## src/rtl/lock_pkg.sv

```systemverilog
// Shared types and width helpers for the serial code lock.
package lock_pkg;

  typedef enum logic [1:0] {ENTRY, OPEN, PROG, LOCKOUT} lock_state_t;

  localparam int FIRST_DIGIT = 0;

  // Width of a counter that must hold values 0..n-1, never narrower than one bit.
  function automatic int count_w(input int n);
    return (n > 1) ? $clog2(n) : 1;
  endfunction

  function automatic int max_int(input int a, input int b);
    return (a > b) ? a : b;
  endfunction

endpackage

```

## src/rtl/lock_timer.sv

```systemverilog
// Loadable down-counter; done is high while the count sits at zero.
module lock_timer #(
  parameter int W = 4
) (
  input  logic         clock,
  input  logic         reset,
  input  logic         load,
  input  logic [W-1:0] load_val,
  input  logic         enable,
  output logic         done
);

  logic [W-1:0] count;

  always_ff @(posedge clock or posedge reset) begin
    if (reset)
      count <= '0;
    else if (load)
      count <= load_val;
    else if (enable && (count != '0))
      count <= count - W'(1);
  end

  assign done = (count == '0);

endmodule

```

## src/rtl/seq_code_lock.sv

```systemverilog
// Serial combination lock with retry limit, timed lockout, timed open window
// and code reprogramming while open.
//
//   state   | meaning
//   --------+--------------------------------------------------------
//   ENTRY   | collecting digits and comparing them against the code
//   OPEN    | unlocked, timed window; prog_req moves to PROG
//   PROG    | unlocked, collecting a new code into the shadow array
//   LOCKOUT | too many wrong entries; all input ignored until timeout
module seq_code_lock
  import lock_pkg::*;
#(
  parameter int DIGIT_W        = 4,
  parameter int CODE_LEN       = 4,
  parameter logic [CODE_LEN*DIGIT_W-1:0] DEFAULT_CODE = 16'h1234,
  parameter int MAX_TRIES      = 3,
  parameter int LOCKOUT_CYCLES = 16,
  parameter int OPEN_CYCLES    = 8
) (
  input  logic                             clock,
  input  logic                             reset,
  input  logic                             digit_valid,
  input  logic [DIGIT_W-1:0]               digit,
  input  logic                             clear,
  input  logic                             prog_req,
  output logic                             unlocked,
  output logic                             lockout,
  output logic                             fail_pulse,
  output logic                             prog_done,
  output logic [$clog2(CODE_LEN+1)-1:0]    position,
  output logic [$clog2(MAX_TRIES+1)-1:0]   tries_left
);

  localparam int POS_W = $clog2(CODE_LEN + 1);
  localparam int TRY_W = $clog2(MAX_TRIES + 1);
  localparam int IDX_W = $clog2(CODE_LEN);
  localparam int TMR_W = count_w(max_int(OPEN_CYCLES, LOCKOUT_CYCLES));
  localparam logic [POS_W-1:0] LAST_POS = POS_W'(CODE_LEN - 1);

  lock_state_t state, state_n;
  logic [DIGIT_W-1:0] code   [CODE_LEN];
  logic [DIGIT_W-1:0] code_n [CODE_LEN];
  logic [DIGIT_W-1:0] shadow   [CODE_LEN];
  logic [DIGIT_W-1:0] shadow_n [CODE_LEN];
  logic               mismatch, mismatch_n, miss;
  logic [POS_W-1:0]   position_n;
  logic [TRY_W-1:0]   tries_n;
  logic               unlocked_n, lockout_n, fail_n, done_n;
  logic               tmr_load, tmr_done, tmr_en;
  logic [TMR_W-1:0]   tmr_val;
  logic [IDX_W-1:0]   idx;

  assign idx    = position[IDX_W-1:0];
  assign tmr_en = (state == OPEN) || (state == LOCKOUT);

  lock_timer #(.W(TMR_W)) u_timer (
    .clock    (clock),
    .reset    (reset),
    .load     (tmr_load),
    .load_val (tmr_val),
    .enable   (tmr_en),
    .done     (tmr_done)
  );

  always_comb begin
    state_n    = state;
    code_n     = code;
    shadow_n   = shadow;
    mismatch_n = mismatch;
    position_n = position;
    tries_n    = tries_left;
    unlocked_n = unlocked;
    lockout_n  = lockout;
    fail_n     = 1'b0;
    done_n     = 1'b0;
    tmr_load   = 1'b0;
    tmr_val    = '0;
    miss       = mismatch | (digit != code[idx]);
    case (state)
      ENTRY: begin
        if (clear) begin
          position_n = POS_W'(FIRST_DIGIT);
          mismatch_n = 1'b0;
        end else if (digit_valid) begin
          if (position == LAST_POS) begin
            position_n = POS_W'(FIRST_DIGIT);
            mismatch_n = 1'b0;
            if (!miss) begin
              state_n    = OPEN;
              unlocked_n = 1'b1;
              tries_n    = TRY_W'(MAX_TRIES);
              tmr_load   = 1'b1;
              tmr_val    = TMR_W'(OPEN_CYCLES - 1);
            end else begin
              fail_n = 1'b1;
              if (tries_left > TRY_W'(1)) begin
                tries_n = tries_left - TRY_W'(1);
              end else begin
                tries_n   = '0;
                state_n   = LOCKOUT;
                lockout_n = 1'b1;
                tmr_load  = 1'b1;
                tmr_val   = TMR_W'(LOCKOUT_CYCLES - 1);
              end
            end
          end else begin
            position_n = position + POS_W'(1);
            mismatch_n = miss;
          end
        end
      end
      OPEN: begin
        // prog_req wins over the window expiring in the same cycle
        if (prog_req) begin
          state_n    = PROG;
          position_n = POS_W'(FIRST_DIGIT);
        end else if (tmr_done) begin
          state_n    = ENTRY;
          unlocked_n = 1'b0;
          position_n = POS_W'(FIRST_DIGIT);
        end
      end
      PROG: begin
        if (clear) begin
          state_n    = ENTRY;
          unlocked_n = 1'b0;
          position_n = POS_W'(FIRST_DIGIT);
        end else if (digit_valid) begin
          shadow_n[idx] = digit;
          if (position == LAST_POS) begin
            code_n     = shadow_n;
            done_n     = 1'b1;
            state_n    = ENTRY;
            unlocked_n = 1'b0;
            position_n = POS_W'(FIRST_DIGIT);
          end else begin
            position_n = position + POS_W'(1);
          end
        end
      end
      LOCKOUT: begin
        if (tmr_done) begin
          state_n    = ENTRY;
          lockout_n  = 1'b0;
          tries_n    = TRY_W'(MAX_TRIES);
          position_n = POS_W'(FIRST_DIGIT);
        end
      end
      default: state_n = ENTRY;
    endcase
  end

  always_ff @(posedge clock or posedge reset) begin
    if (reset) begin
      state      <= ENTRY;
      mismatch   <= 1'b0;
      position   <= '0;
      tries_left <= TRY_W'(MAX_TRIES);
      unlocked   <= 1'b0;
      lockout    <= 1'b0;
      fail_pulse <= 1'b0;
      prog_done  <= 1'b0;
      for (int i = 0; i < CODE_LEN; i++) begin
        code[i]   <= DEFAULT_CODE[(CODE_LEN-1-i)*DIGIT_W +: DIGIT_W];
        shadow[i] <= '0;
      end
    end else begin
      state      <= state_n;
      mismatch   <= mismatch_n;
      position   <= position_n;
      tries_left <= tries_n;
      unlocked   <= unlocked_n;
      lockout    <= lockout_n;
      fail_pulse <= fail_n;
      prog_done  <= done_n;
      code       <= code_n;
      shadow     <= shadow_n;
    end
  end

endmodule

```

## config.mk

```make
export PLATFORM = sky130hd
export DESIGN_NAME = seq_code_lock
export DESIGN_NICKNAME = d
export VERILOG_FILES = /design/src/rtl/lock_pkg.sv /design/src/rtl/lock_timer.sv /design/src/rtl/seq_code_lock.sv
export SDC_FILE = /design/constraint.sdc
export NUM_CORES = 1
export LEC_CHECK = 0
export CAP_MARGIN = 20
export CORE_ASPECT_RATIO = 0.7
export CORE_MARGIN = 2
export CORE_UTILIZATION = 30
export CTS_BUF_LIST = sky130_fd_sc_hd__clkbuf_4 sky130_fd_sc_hd__clkbuf_8
export CTS_CLUSTER_DIAMETER = 40
export DETAILED_ROUTE_END_ITERATION = 12
export PLACE_DENSITY_LB_ADDON = 0.15
export SLEW_MARGIN = 30
export SYNTH_ARGS = -nofsm -noshare
export SYNTH_HDL_FRONTEND = slang
export SYNTH_SLANG_ARGS = --single-unit
```

## constraint.sdc

```tcl
create_clock -name clock -period 2 [get_ports clock]
set_input_delay 0.4 -clock clock [delete_from_list [all_inputs] [get_ports clock]]
set_output_delay 0.4 -clock clock [all_outputs]
set_load 0.005 [all_outputs]
```

==> results of run 1 <==
worst max path at each step:
stage / depth (start not counted) / slack, ns / endpoint
finish: 5 / -0.07 / u_timer.count[1]
global placement: 6 / -0.20 / lockout
global route: 5 / -0.17 / u_timer.count[1]
detailed placement: 6 / -0.22 / lockout
CTS: 5 / -0.08 / lockout
floorplan: 6 / -0.09 / lockout
power by group through the flow:
stage / Combinational, mW / Sequential (mW) / Clock, mW
2_1_floorplan: 1.04 / 1.47 / 0
3_3_place_gp: 1.51 / 1.56 / 0
3_5_place_dp: 1.50 / 1.56 / 0
4_1_cts: 1.52 / 1.54 / 0.632
5_1_grt: 1.70 / 1.60 / 0.661
6_report: 1.52 / 1.54 / 0.605
routing by layer:
metal  vias to the layer above  part of all wire, %  GRT usage (%)  routed length [um]
met4                         0                  1.2           4.18                  63
li1                        839                    -              -                   -
met1                       802                   57           22.3                3060
met2                        39                   37           17.8                2010
met5                         -                    0              0                   0
met3                         5                  4.9           3.28                 263
cell type report:
type | count | area (sq um) | area share [%]
flip-flops and latches | 44 | 1110 | 38.3
repair buffers | 43 | 394 | 13.6
well taps | 98 | 123 | 4.22
clock buffers | 7 | 90.1 | 3.10
clock inverters | 1 | 7.51 | 0.258
inverters | 10 | 37.5 | 1.29
multi-input cells | 151 | 1140 | 39.3
what timing repair did:
item	CTS	global route
endpoints found under the hold margin	0	0
buffers inserted	1	0
resized for setup	1	5
setup endpoints to repair	12	14
pin swaps	2	1
state kept, by name, indices dropped and copies added, names as in the netlist, 2 cells and up:
name,flops
code,16
position,3
shadow,12
state,2
tries_left,2
u_timer.count,4
cells in the mapped netlist (4+ instances only):
cell       n
mux2i_1   16
o21ai_0    9
dfstp_2    7
nor2_1    15
inv_1     10
dfrtp_1   37
mux2_2    16
a21oi_1   17
clkbuf_1   8
nand2_1   16
ha_1       9
nor2b_1    4
buf_1      4
xor2_1     5
metrics by stage:
stage / setup TNS, ns / utilization [%] / cells
5_1_grt: -1.18 / 39.2 / 354
4_1_cts: -0.386 / 39.0 / 354
3_5_place_dp: -2.00 / 37.5 / 345
6_report: -0.218 / 39.2 / 354
2_1_floorplan: -0.199 / - / 218
3_3_place_gp: -1.76 / 37.5 / 345
logic make-up after synthesis:
| group | Yosys count |
|---|---|
| xor gates and xnor gates | 6 |
| and+or+nand+nor | 57 |
| adders and majority gates | 9 |
| muxes | 35 |
| buffers and inverters | 23 |
| DFF | 44 |
| AOI/OAI and AO/OA | 44 |
critical path, stage by stage (launching register included):
cell and delay, ns:
dfrtp_2 0.45, mux4_2 0.53, xor2_1 0.16, a2111o_1 0.50, a21o_1 0.25, o211ai_1 0.10
==> results.yml, run 1 <==
run_status:
  status: "finished, violations left"
  violations: "negative setup slack"
global_routing:
  grt_pass1_vias: 1672
  grt_first_pass_wirelength_um: 8890
  antenna_found_initial: 0
  grt_max_degree: 45
  grt-ovfl-total: 0
  grt_usage_pct: 13.9
power:
  p_sw_share_pct: 34.2
  p_int_mw: 2.42
  seqPwrFrac_pct: 42.1
  p_clk_share_pct: 16.5
  power_density_nw_per_um2: 1260
  p_total_mw: 3.67
  ir_drop_mv: 0.434
  leakage_nw: 1.30
  p_sw_mw: 1.25
  combPwrFrac_pct: 41.4
routing:
  drtAntennaViolNets: 0
  drt-initial-drc-count: 64
  drc: 0
  vias: 1685
  routed_wl_um: 5400
  avgRoutedWirePerCell_um: 15.2
  drtPass1Iterations: 4
  vias_per_cell: 4.76
timing:
  rsz0062_at_grt: "true"
  worstMarginPinSlew_ns: 0.525
  drv_slew: 0
  skew_ns: 0.0168
  setup_ws_ns: -0.0717
  setup_viol: 4
  holdWs_ns: 0.441
  finalCritPeriodShare_pct: 104
  fmax_ghz: 0.483
  fin_crit_ns: 2.07
  hold_viol: 0
  slew_headroom_pct: 64.6
finish:
  area_delta_synth_final_pct: 24.5
  fillers: 746
  drive_above_1_share_pct: 27.0
  mostFrequentLayoutCells: "35 x dfrtp_1, 23 x buf_4, 17 x a21oi_1, 17 x clkdlybuf4s50_1"
  fin_nets: 273
  mostFrequentLayoutCell: "dfrtp_1"
  antennaDiodeCount: 0
  fin_area_sq_um: 2910
worst_setup_path:
  end_kind: "flip-flop"
  arrival_ns: 2.28
  path_max_fanout: 7
  path_class: "flip-flop to flip-flop"
  r2r_start: "position[0]"
  r2r-end: "u_timer.count[1]"
  start_kind: "flip-flop"
  crit_start: "position[0]"
  cp.required_ns: 2.21
  r2r_cells: 5
  rrSetupSlack_ns: -0.07
run:
  max-cap-violations: 0
yosys:
  post_synth_and_or_nand_nor_area_fraction_pct: 12.2
  synth_area_leaders: "dfrtp_1 40%, dfstp_2 7.9%, mux2_2 7.7%"
  synth-adder-area-share_pct: 4.82
  synth-seq-cells: 44
  synthMuxAreaShare_pct: 17.5
  synth_edf_count: 0
  syn_area_sq_um: 2330
  synth_top_cell_by_area: "dfrtp_1"
  avgSynthCellArea_sq_um: 10.7
  async_flop_share_pct: 100
  synth.distinct_cells: 43
  synth_top_family_by_area: "multiplexers"
  ys.flop_type: "dfrtp_1"
  synth-xor-area-share_pct: 2.25
  yosys_warnings: 0
  synth_top_area_share_pct: 39.7
  yosysSeqAreaShare_pct: 47.5
  syn_inst: 218
  syn-num-nets: 236
  synth_compound_area_share_pct: 11.7
clocking:
  cts_buffers: 5
  cts-htree-levels: 2
  cts.sinks: 44
  clockBufferDepth: 2
  clk_latency_ns: 0.30
  cts-root-buf: "clkbuf_8"
  cts_hold_buf: 0
  cts_tree: "yes"
  path_clk_slew_ns: 0.10
floorplanning:
  dieArea_sq_um: 8520
  die_h_um: 77.8
  placementRows: 26
  io_pins: 18
  die_x_um: 109
  coreArea_sq_um: 7420
  initial_core_util_pct: 31.5
placed_design:
  hpwl_um: 4010
  place_ws_ns: -0.218
  placed_cell_area_sq_um: 2780
  io_buffer_count: 17
  routabilityCongestion: 0.762
min_path:
  worstHoldPathType: "primary input to async pin"
Note: power is estimated with default switching activity, not from simulation.
==> inputs of run 2 (changes only) <==
--- a/config.mk
+++ b/config.mk
@@ -7,7 +7,6 @@
 export LEC_CHECK = 0
 export CAP_MARGIN = 20
 export CORE_ASPECT_RATIO = 0.7
-export CORE_MARGIN = 2
 export CORE_UTILIZATION = 30
 export CTS_BUF_LIST = sky130_fd_sc_hd__clkbuf_4 sky130_fd_sc_hd__clkbuf_8
 export CTS_CLUSTER_DIAMETER = 40
==> results.yml, run 2 (same netlist as run 1, synthesis figures left out) <==
run_status:
  status: "finished, violations left"
  violations: "negative setup slack"
timing:
  slew_headroom_pct: 77.8
  skew_ns: 0.00842
  hold_viol: 0
  worstMarginPinSlew_ns: 0.331
  fin_crit_ns: 2.04
  setup_ws_ns: -0.0359
  setup_viol: 5
  fmax_ghz: 0.491
  finalCritPeriodShare_pct: 102
  rsz0062_at_grt: "true"
  drv_slew: 0
floorplanning:
  io_pins: 18
  dieArea_sq_um: 8150
  placementRows: 26
  die_h_um: 75.8
  initial_core_util_pct: 31.5
  coreArea_sq_um: 7420
  die_x_um: 107
worst_setup_path:
  arrival_ns: 2.22
  end_kind: "flip-flop"
  rrSetupSlack_ns: -0.04
  cp.required_ns: 2.18
  r2r-end: "lockout"
  r2r_start: "position[0]"
  crit_start: "position[0]"
  r2r_cells: 5
  start_kind: "flip-flop"
  worstSetupEndpoint: "lockout"
  path_class: "flip-flop to flip-flop"
  path_max_fanout: 5
clocking:
  cts_tree: "yes"
  clockBufferDepth: 2
  cts-root-buf: "clkbuf_8"
  cts_buffers: 5
  cts-htree-levels: 2
  cts_hold_buf: 0
  path_clk_slew_ns: 0.09
  clk_latency_ns: 0.29
  cts.sinks: 44
finish:
  reg_top3: "code: 16 flops, shadow: 12 flops, u_timer.count: 4 flops"
  fin_cells: 359
  mostFrequentLayoutCell: "dfrtp_1"
  final_core_util_pct: 39.8
  antennaDiodeCount: 0
  fin_nets: 278
  fillers: 760
  largest_register: "code"
  mostFrequentLayoutCells: "35 x dfrtp_1, 28 x buf_4, 17 x a21oi_1, 17 x clkdlybuf4s50_1"
  drive_above_1_share_pct: 29.5
  area_delta_synth_final_pct: 26.6
  largest_register_ffs: 16
routing:
  drtPass1Iterations: 4
  vias: 1706
  drc: 0
  avgRoutedWirePerCell_um: 15.0
  drtAntennaViolNets: 0
  routed_wl_um: 5380
  drt-initial-drc-count: 124
  vias_per_cell: 4.75
global_routing:
  antenna_found_initial: 0
  grt-ovfl-total: 0
  grt_usage_pct: 14.8
  grt_first_pass_wirelength_um: 9010
  grt_max_degree: 45
  grt_pass1_vias: 1666
placed_design:
  routabilityCongestion: 0.862
  hpwl_um: 3970
  dpl.cell_count: 347
  io_buffer_count: 17
power:
  combPwrFrac_pct: 42.9
  p_int_mw: 2.44
  ir_drop_mv: 0.459
  p_sw_mw: 1.27
  power_density_nw_per_um2: 1260
  p_sw_share_pct: 34.2
  seqPwrFrac_pct: 41.7
  p_clk_share_pct: 15.4
  p_total_mw: 3.71
  leakage_nw: 1.33
run:
  max-cap-violations: 0
min_path:
  worstHoldPathType: "primary input to async pin"
==> run 2: cell type report <==
cell class,instances,area [sq um],share of cell area [%]
multi-input cells,151,1160,39.3
flip-flops and latches,44,1110,37.6
repair buffers,48,432,14.6
well taps,98,123,4.15
clock buffers,7,83.8,2.84
inverters,10,37.5,1.27
clock inverters,1,5.00,0.169
==> run 2: worst min-delay path by stage <==
stage | startpoint | endpoint | slack, ns | cells after the start
3_3_place_gp | shadow[7] | shadow[7] | 0.49 | 1
2_1_floorplan | code[0] | code[0] | 0.48 | 1
4_1_cts | reset | u_timer.count[1] | 0.46 | 3
6_report | reset | code[6] | 0.45 | 3
3_5_place_dp | shadow[6] | shadow[6] | 0.49 | 1
5_1_grt | reset | code[0] | 0.50 | 3
==> run 2: metal layers <==
layer / global-route usage, % / share of wire, % / vias up
li1: - / - / 843
met1: 23.1 / 57 / 837
met2: 20.7 / 40 / 24
met3: 2.91 / 3.2 / 2
met4: 3.20 / 0.26 / 0
met5: 0 / 0 / -
==> run 2: critical path, cell delays in order, from the launching register on <==
cell and delay, ns:
dfrtp_2 0.42, mux4_2 0.54, xor2_2 0.16, a2111o_1 0.48, and2_4 0.18, a21o_1 0.15
==> run 2: repair_timing <==
item	in CTS	in global routing
gates resized for setup	1	10
buffers inserted	3	1
setup endpoints to repair	12	25
pin swaps	3	3
==> run 2: power by group through the flow <==
stage          Combinational, mW  Clock [mW]  Sequential [mW]
6_report                    1.59       0.571             1.55
5_1_grt                     1.77       0.629             1.61
4_1_cts                     1.54       0.596             1.55
3_5_place_dp                1.49           0             1.57
3_3_place_gp                1.48           0             1.57
2_1_floorplan               1.04           0             1.47
==> run 2: metrics by stage <==
step,setup slack [ns],instance area [sq um],setup TNS [ns],hold WS [ns]
after detailed placement,-0.237,2800,-2.35,0.493
after global routing,-0.0979,2960,-0.702,0.502
after floorplan,-0.0889,2330,-0.199,0.475
after global placement,-0.215,2800,-2.04,0.489
after CTS,-0.0482,2910,-0.202,0.458
final,-0.0359,2960,-0.0657,0.450
